<file path="src/rtl/burst_reverse_buffer_if.sv">
// rtl/burst_reverse_buffer_if.sv - burst source / consumer signal bundle for burst_reverse_buffer
interface burst_reverse_buffer_if #(
    parameter int DATA_W = 8,
    parameter int CNT_W  = 5
);
    logic              mode;
    logic              i_valid;
    logic [DATA_W-1:0] Din;
    logic              busy;
    logic [DATA_W-1:0] Dout;
    logic              o_valid;
    logic              o_last;
    logic              full;
    logic [CNT_W-1:0]  count;
    logic              overflow;

    // Upstream source plus downstream consumer side
    modport master (
        output mode, i_valid, Din, busy,
        input  Dout, o_valid, o_last, full, count, overflow
    );

    // Buffer side
    modport slave (
        input  mode, i_valid, Din, busy,
        output Dout, o_valid, o_last, full, count, overflow
    );
endinterface

</file>
<file path="src/rtl/burst_reverse_buffer.sv">
// rtl/burst_reverse_buffer.sv - captures a burst and replays it in LIFO or FIFO order
module burst_reverse_buffer #(
    parameter int DATA_W = 8,
    parameter int DEPTH  = 16,
    parameter int CNT_W  = $clog2(DEPTH) + 1
) (
    input  logic                  clk,
    input  logic                  reset,
    burst_reverse_buffer_if.slave bus
);
    localparam int ADDR_W = CNT_W - 1;
    localparam logic [CNT_W-1:0] DEPTH_C = CNT_W'(DEPTH);

    typedef enum logic [1:0] {
        IDLE  = 2'd0,
        LOAD  = 2'd1,
        DRAIN = 2'd2
    } state_t;

    state_t             state;
    logic [DATA_W-1:0]  mem [DEPTH];
    logic [CNT_W-1:0]   count_q;
    logic [ADDR_W-1:0]  rd_idx;
    logic               mode_q;
    logic               overflow_q;
    logic               o_valid_q;
    logic               o_last_q;
    logic [DATA_W-1:0]  dout_q;

    logic               full_w;
    logic               wr_en;
    logic [ADDR_W-1:0]  wr_addr;

    assign full_w = (count_q == DEPTH_C);

    // Write port: first word of a burst lands at 0, later words at the current count
    always_comb begin
        wr_en   = 1'b0;
        wr_addr = '0;
        if (bus.i_valid) begin
            if (state == IDLE) begin
                wr_en = 1'b1;
            end else if (state == LOAD && !full_w) begin
                wr_en   = 1'b1;
                wr_addr = count_q[ADDR_W-1:0];
            end
        end
    end

    // Storage array; contents are don't-care after reset so it carries no reset
    always_ff @(posedge clk) begin
        if (wr_en) begin
            mem[wr_addr] <= bus.Din;
        end
    end

    // Control FSM with registered outputs; outputs default low every cycle
    always_ff @(posedge clk or negedge reset) begin
        if (!reset) begin
            state      <= IDLE;
            count_q    <= '0;
            rd_idx     <= '0;
            mode_q     <= 1'b0;
            overflow_q <= 1'b0;
            o_valid_q  <= 1'b0;
            o_last_q   <= 1'b0;
            dout_q     <= '0;
        end else begin
            o_valid_q <= 1'b0;
            o_last_q  <= 1'b0;
            dout_q    <= '0;
            case (state)
                IDLE: begin
                    if (bus.i_valid) begin
                        count_q    <= CNT_W'(1);
                        mode_q     <= bus.mode;
                        overflow_q <= 1'b0;
                        state      <= LOAD;
                    end
                end
                LOAD: begin
                    if (bus.i_valid) begin
                        if (!full_w) begin
                            count_q <= count_q + CNT_W'(1);
                        end else begin
                            overflow_q <= 1'b1;
                        end
                    end else if (!bus.busy) begin
                        state <= DRAIN;
                        // count is DEPTH when full; its low bits wrap to 0 so -1 still yields DEPTH-1
                        rd_idx <= mode_q ? '0 : (count_q[ADDR_W-1:0] - ADDR_W'(1));
                    end
                end
                DRAIN: begin
                    if (bus.i_valid) begin
                        overflow_q <= 1'b1;
                    end
                    if (count_q == '0) begin
                        state <= IDLE;
                    end else if (!bus.busy) begin
                        o_valid_q <= 1'b1;
                        dout_q    <= mem[rd_idx];
                        o_last_q  <= (count_q == CNT_W'(1));
                        count_q   <= count_q - CNT_W'(1);
                        rd_idx    <= mode_q ? (rd_idx + ADDR_W'(1)) : (rd_idx - ADDR_W'(1));
                    end
                end
                default: state <= IDLE;
            endcase
        end
    end

    assign bus.Dout     = dout_q;
    assign bus.o_valid  = o_valid_q;
    assign bus.o_last   = o_last_q;
    assign bus.full     = full_w;
    assign bus.count    = count_q;
    assign bus.overflow = overflow_q;
endmodule

</file>
<file path="src/flat_wrapper.sv">
// flat-port wrapper written by rule: the top's interface ports become plain ports
module burst_reverse_buffer_flat 
#(
    parameter int DATA_W = 8,
    parameter int DEPTH  = 16,
    parameter int CNT_W  = $clog2(DEPTH) + 1
)
  (clk, reset, bus_mode, bus_i_valid, bus_Din, bus_busy, bus_Dout, bus_o_valid, bus_o_last, bus_full, bus_count, bus_overflow);
  burst_reverse_buffer_if #(.DATA_W(DATA_W), .CNT_W(CNT_W)) bus_i ();
  input  logic clk;
  input  logic reset;
  input wire logic [$bits(bus_i.mode)-1:0] bus_mode;
  input wire logic [$bits(bus_i.i_valid)-1:0] bus_i_valid;
  input wire logic [$bits(bus_i.Din)-1:0] bus_Din;
  input wire logic [$bits(bus_i.busy)-1:0] bus_busy;
  output wire logic [$bits(bus_i.Dout)-1:0] bus_Dout;
  output wire logic [$bits(bus_i.o_valid)-1:0] bus_o_valid;
  output wire logic [$bits(bus_i.o_last)-1:0] bus_o_last;
  output wire logic [$bits(bus_i.full)-1:0] bus_full;
  output wire logic [$bits(bus_i.count)-1:0] bus_count;
  output wire logic [$bits(bus_i.overflow)-1:0] bus_overflow;
  assign bus_i.mode = bus_mode;
  assign bus_i.i_valid = bus_i_valid;
  assign bus_i.Din = bus_Din;
  assign bus_i.busy = bus_busy;
  assign bus_Dout = bus_i.Dout;
  assign bus_o_valid = bus_i.o_valid;
  assign bus_o_last = bus_i.o_last;
  assign bus_full = bus_i.full;
  assign bus_count = bus_i.count;
  assign bus_overflow = bus_i.overflow;
  burst_reverse_buffer #(.DATA_W(DATA_W), .DEPTH(DEPTH), .CNT_W(CNT_W)) u_core (.clk(clk), .reset(reset), .bus(bus_i));
endmodule
</file>
<file path="config.mk">
export PLATFORM = sky130hd
export DESIGN_NAME = burst_reverse_buffer_flat
export DESIGN_NICKNAME = d
export VERILOG_FILES = /design/src/rtl/burst_reverse_buffer_if.sv /design/src/rtl/burst_reverse_buffer.sv /design/src/flat_wrapper.sv
export SDC_FILE = /design/constraint.sdc
export NUM_CORES = 1
export LEC_CHECK = 0
export BUFFER_PORTS_ARGS = -buffer_cell sky130_fd_sc_hd__buf_2
export CORE_MARGIN = 5
export CORE_UTILIZATION = 48
export CTS_BUF_LIST = sky130_fd_sc_hd__clkbuf_4 sky130_fd_sc_hd__clkbuf_8
export CTS_CLUSTER_SIZE = 16
export DETAILED_ROUTE_END_ITERATION = 8
export GPL_TIMING_DRIVEN = 0
export PLACE_DENSITY = 0.72
export RECOVER_POWER = 100
export SYNTH_ARGS = -nofsm -noshare
export SYNTH_HDL_FRONTEND = slang
export SYNTH_SLANG_ARGS = --single-unit
</file>
<file path="constraint.sdc">
create_clock -name clk -period 3.7 [get_ports clk]
set_clock_uncertainty 0.1 [all_clocks]
set_input_delay 0.74 -clock clk [delete_from_list [all_inputs] [get_ports clk]]
set_output_delay 0.74 -clock clk [all_outputs]
set_load 0.02 [all_outputs]
</file>
==> results.yml <==
synthesis:
  mappedNetlistNets: 387
  synthCells: 363
  synthFlopType: "edfxtp_1"
  synth.top_cell.area_share: 0.614
  yosys.area.top_type: "edfxtp_1"
  yosysMostFrequentCell: "edfxtp_1"
  avgSynthCellArea_um2: 17.2
  synth_area_um2: 6260
  yosysUniqueCellTypes: 40
  synth_edf_count: 128
  ys_top_cells_by_count: "edfxtp_1, mux4_2, nor2_1"
  synth_area_leaders: "edfxtp_1, mux4_2, dfrtp_1"
  seq_area_frac_synth: 0.706
  synth_seq_cells: 151
  async_flop_share: 0.152
  ys_warn_count: 0
placement:
  io_buffers: 29
  dp_hpwl_mm: 8.01
  routabilityCongestion: 0.876
  pre_cts_slack_ns: 0.392
  placed_area_um2: 6620
power_and_ir_drop:
  p_per_area_nw_per_um2: 680
  leakage_nw: 2.31
  peakVddDrop_uv: 445
die:
  start_util: 0.492
  core_um2: 12700
  pin_count: 30
  die_area_um2: 15400
  die_width_um: 124
  die_y_um: 124
  rows: 41
grt:
  first_global_vias: 3391
  grt_start_max_net_pins: 24
  track_usage: 0.174
  gr-total-overflow: 0
  antenna_found_initial: 0
  grt_pass1_wl_mm: 19.2
clocking:
  path_clk_slew_ns: 0.08
  cts_sinks: 151
  h-tree-depth: 4
  clockBufferDepth: 2
  cts_tree: "yes"
  ctsHoldBuffers: 0
  clock_latency_ns: 0.44
  cts_resized: 0
  cts_setup_buffers: 0
  cts-root-buf: "clkbuf_8"
  cts-buffers-inserted: 17
layout:
  design_area_um2: 6940
  num-fill-cells: 1044
  drive_gt1_frac: 0.177
  areaGrowthSynthToFinish_pct: 11.0
  layout.nets: 435
  antennaDiodeCount: 0
  fin_util: 0.546
timing:
  slew_headroom: -0.103
  setup_viol: 0
  fin_setup_tns_ns: 0
  fin_crit_sh: 0.896
  worst_slew_pin_slew_ns: 1.65
  whs_ns: 0.412
  rsz0062_at_grt: "false"
  final_max_slew_viol_count: 11
  worst_slack_ns: 0.384
  hold_viol_final: 0
  period_needed_ns: 3.32
  max_freq_mhz: 302
routing:
  drtAntennaViolNets: 0
  drt_iter0_drc: 327
  wirelength_mm: 12.3
  dr.pass1.iters: 4
  wire_per_inst_um: 20.7
  vias: 3338
  avgViaCountPerCell: 5.61
  drc: 0
worst_setup_path:
  r2r_cells: 7
  rrSetupSlack_ns: 0.38
  cp-endpoint: "u_core.mem[7][7]"
  worst_setup_path_end_kind: "register"
  timing.rr.start: "u_core.bus.count[0]"
  crit_path_start: "u_core.bus.count[0]"
  worstSetupPathType: "reg2reg"
  cp.required_ns: 3.66
  start_kind: "register"
  path_max_fanout: 9
  r2r-end: "u_core.mem[7][7]"
  crit_arrival_ns: 3.28
run:
  max-cap-violations: 1
min_path:
  min_path_type: "reg2reg"
status:
  failed_checks: "capacitance limit, slew limit"
  status: "finished with violations"
-- critical path, stage by stage, from the launching register on --
cell      delay, ns
dfrtp_1        0.51
inv_1          0.16
ha_1           0.27
and3_1         0.17
clkbuf_1       0.14
nor4_1         0.55
nand3_1        0.26
nor2_1         0.78
-- cells in the final DEF (no fill, tap or decap), types with 2 or more instances in the layout --
cell	count
nor4_1	2
inv_1	9
o31ai_1	4
nand3_1	7
a31oi_1	5
clkbuf_8	17
o21ai_0	13
clkbuf_1	37
xor2_1	2
clkbuf_4	2
buf_2	11
nand2_1	22
mux2i_1	16
bufinv_16	2
o22ai_1	10
a21oi_1	9
xnor2_1	2
clkinv_1	2
dfrtp_1	23
ha_1	10
nor2_1	24
nor3_1	3
a22oi_1	2
nand4_1	2
clkinv_4	2
mux4_2	32
clkinv_2	3
edfxtp_1	128
mux2_2	2
-- area by class of cell --
| type | instances | area, um2 | share of cell area |
|---|---|---|---|
| sequential | 151 | 4420 | 0.637 |
| timing repair buffer | 29 | 113 | 0.0162 |
| tap | 172 | 215 | 0.0310 |
| clock inverter | 12 | 128 | 0.0184 |
| buffer | 20 | 85.1 | 0.0123 |
| inverter | 9 | 33.8 | 0.00487 |
| multi-input combinational | 183 | 1700 | 0.245 |
| clock buffer | 19 | 249 | 0.0359 |
-- worst min path at each step --
stage                     endpoint           startpoint  depth (start not counted)
6_report       u_core.bus.overflow  u_core.bus.overflow                          1
5_1_grt              u_core.mode_q             bus_mode                          2
4_1_cts        u_core.bus.overflow                reset                          1
3_5_place_dp   u_core.bus.overflow  u_core.bus.overflow                          1
3_3_place_gp   u_core.bus.overflow  u_core.bus.overflow                          1
2_1_floorplan   u_core.bus.Dout[0]                reset                          0
-- flip-flops by register name (all words and copies together) (netlist names), 2 cells and up --
| register | cells |
|---|---|
| u_core.bus.count | 5 |
| u_core.mem | 128 |
| u_core.state | 2 |
| u_core.bus.Dout | 8 |
| u_core.rd_idx | 4 |
-- routing by layer --
metal	share of wire	vias up	track usage
met5	0	-	0
li1	-	1529	-
met2	0.49	107	0.279
met1	0.45	1685	0.235
met4	0.013	0	0.0459
met3	0.050	17	0.0513
-- report_power, final --
part           switching [mW]  internal, mW  leakage (nW)  total [mW]
Sequential             0.0829          1.96          1.46        2.05
Clock                   0.597         0.610         0.194        1.21
Combinational           0.881         0.586         0.651        1.47
-- stage by stage --
step           power, mW  instances
2_1_floorplan       3.19        363
3_3_place_gp        3.55        564
3_5_place_dp        3.58        564
4_1_cts             4.77        595
5_1_grt             4.98        595
6_report            4.72        595
-- cell families after synthesis --
group           after synthesis  synth area share
compound gates               51            0.0532
xor+xnor                      4           0.00560
fa+ha+maj                    11            0.0232
buf+inv                      29            0.0192
flops                       151             0.706
mux                          50             0.144
simple gates                 67            0.0480
Power figures use the tool's default switching activity.
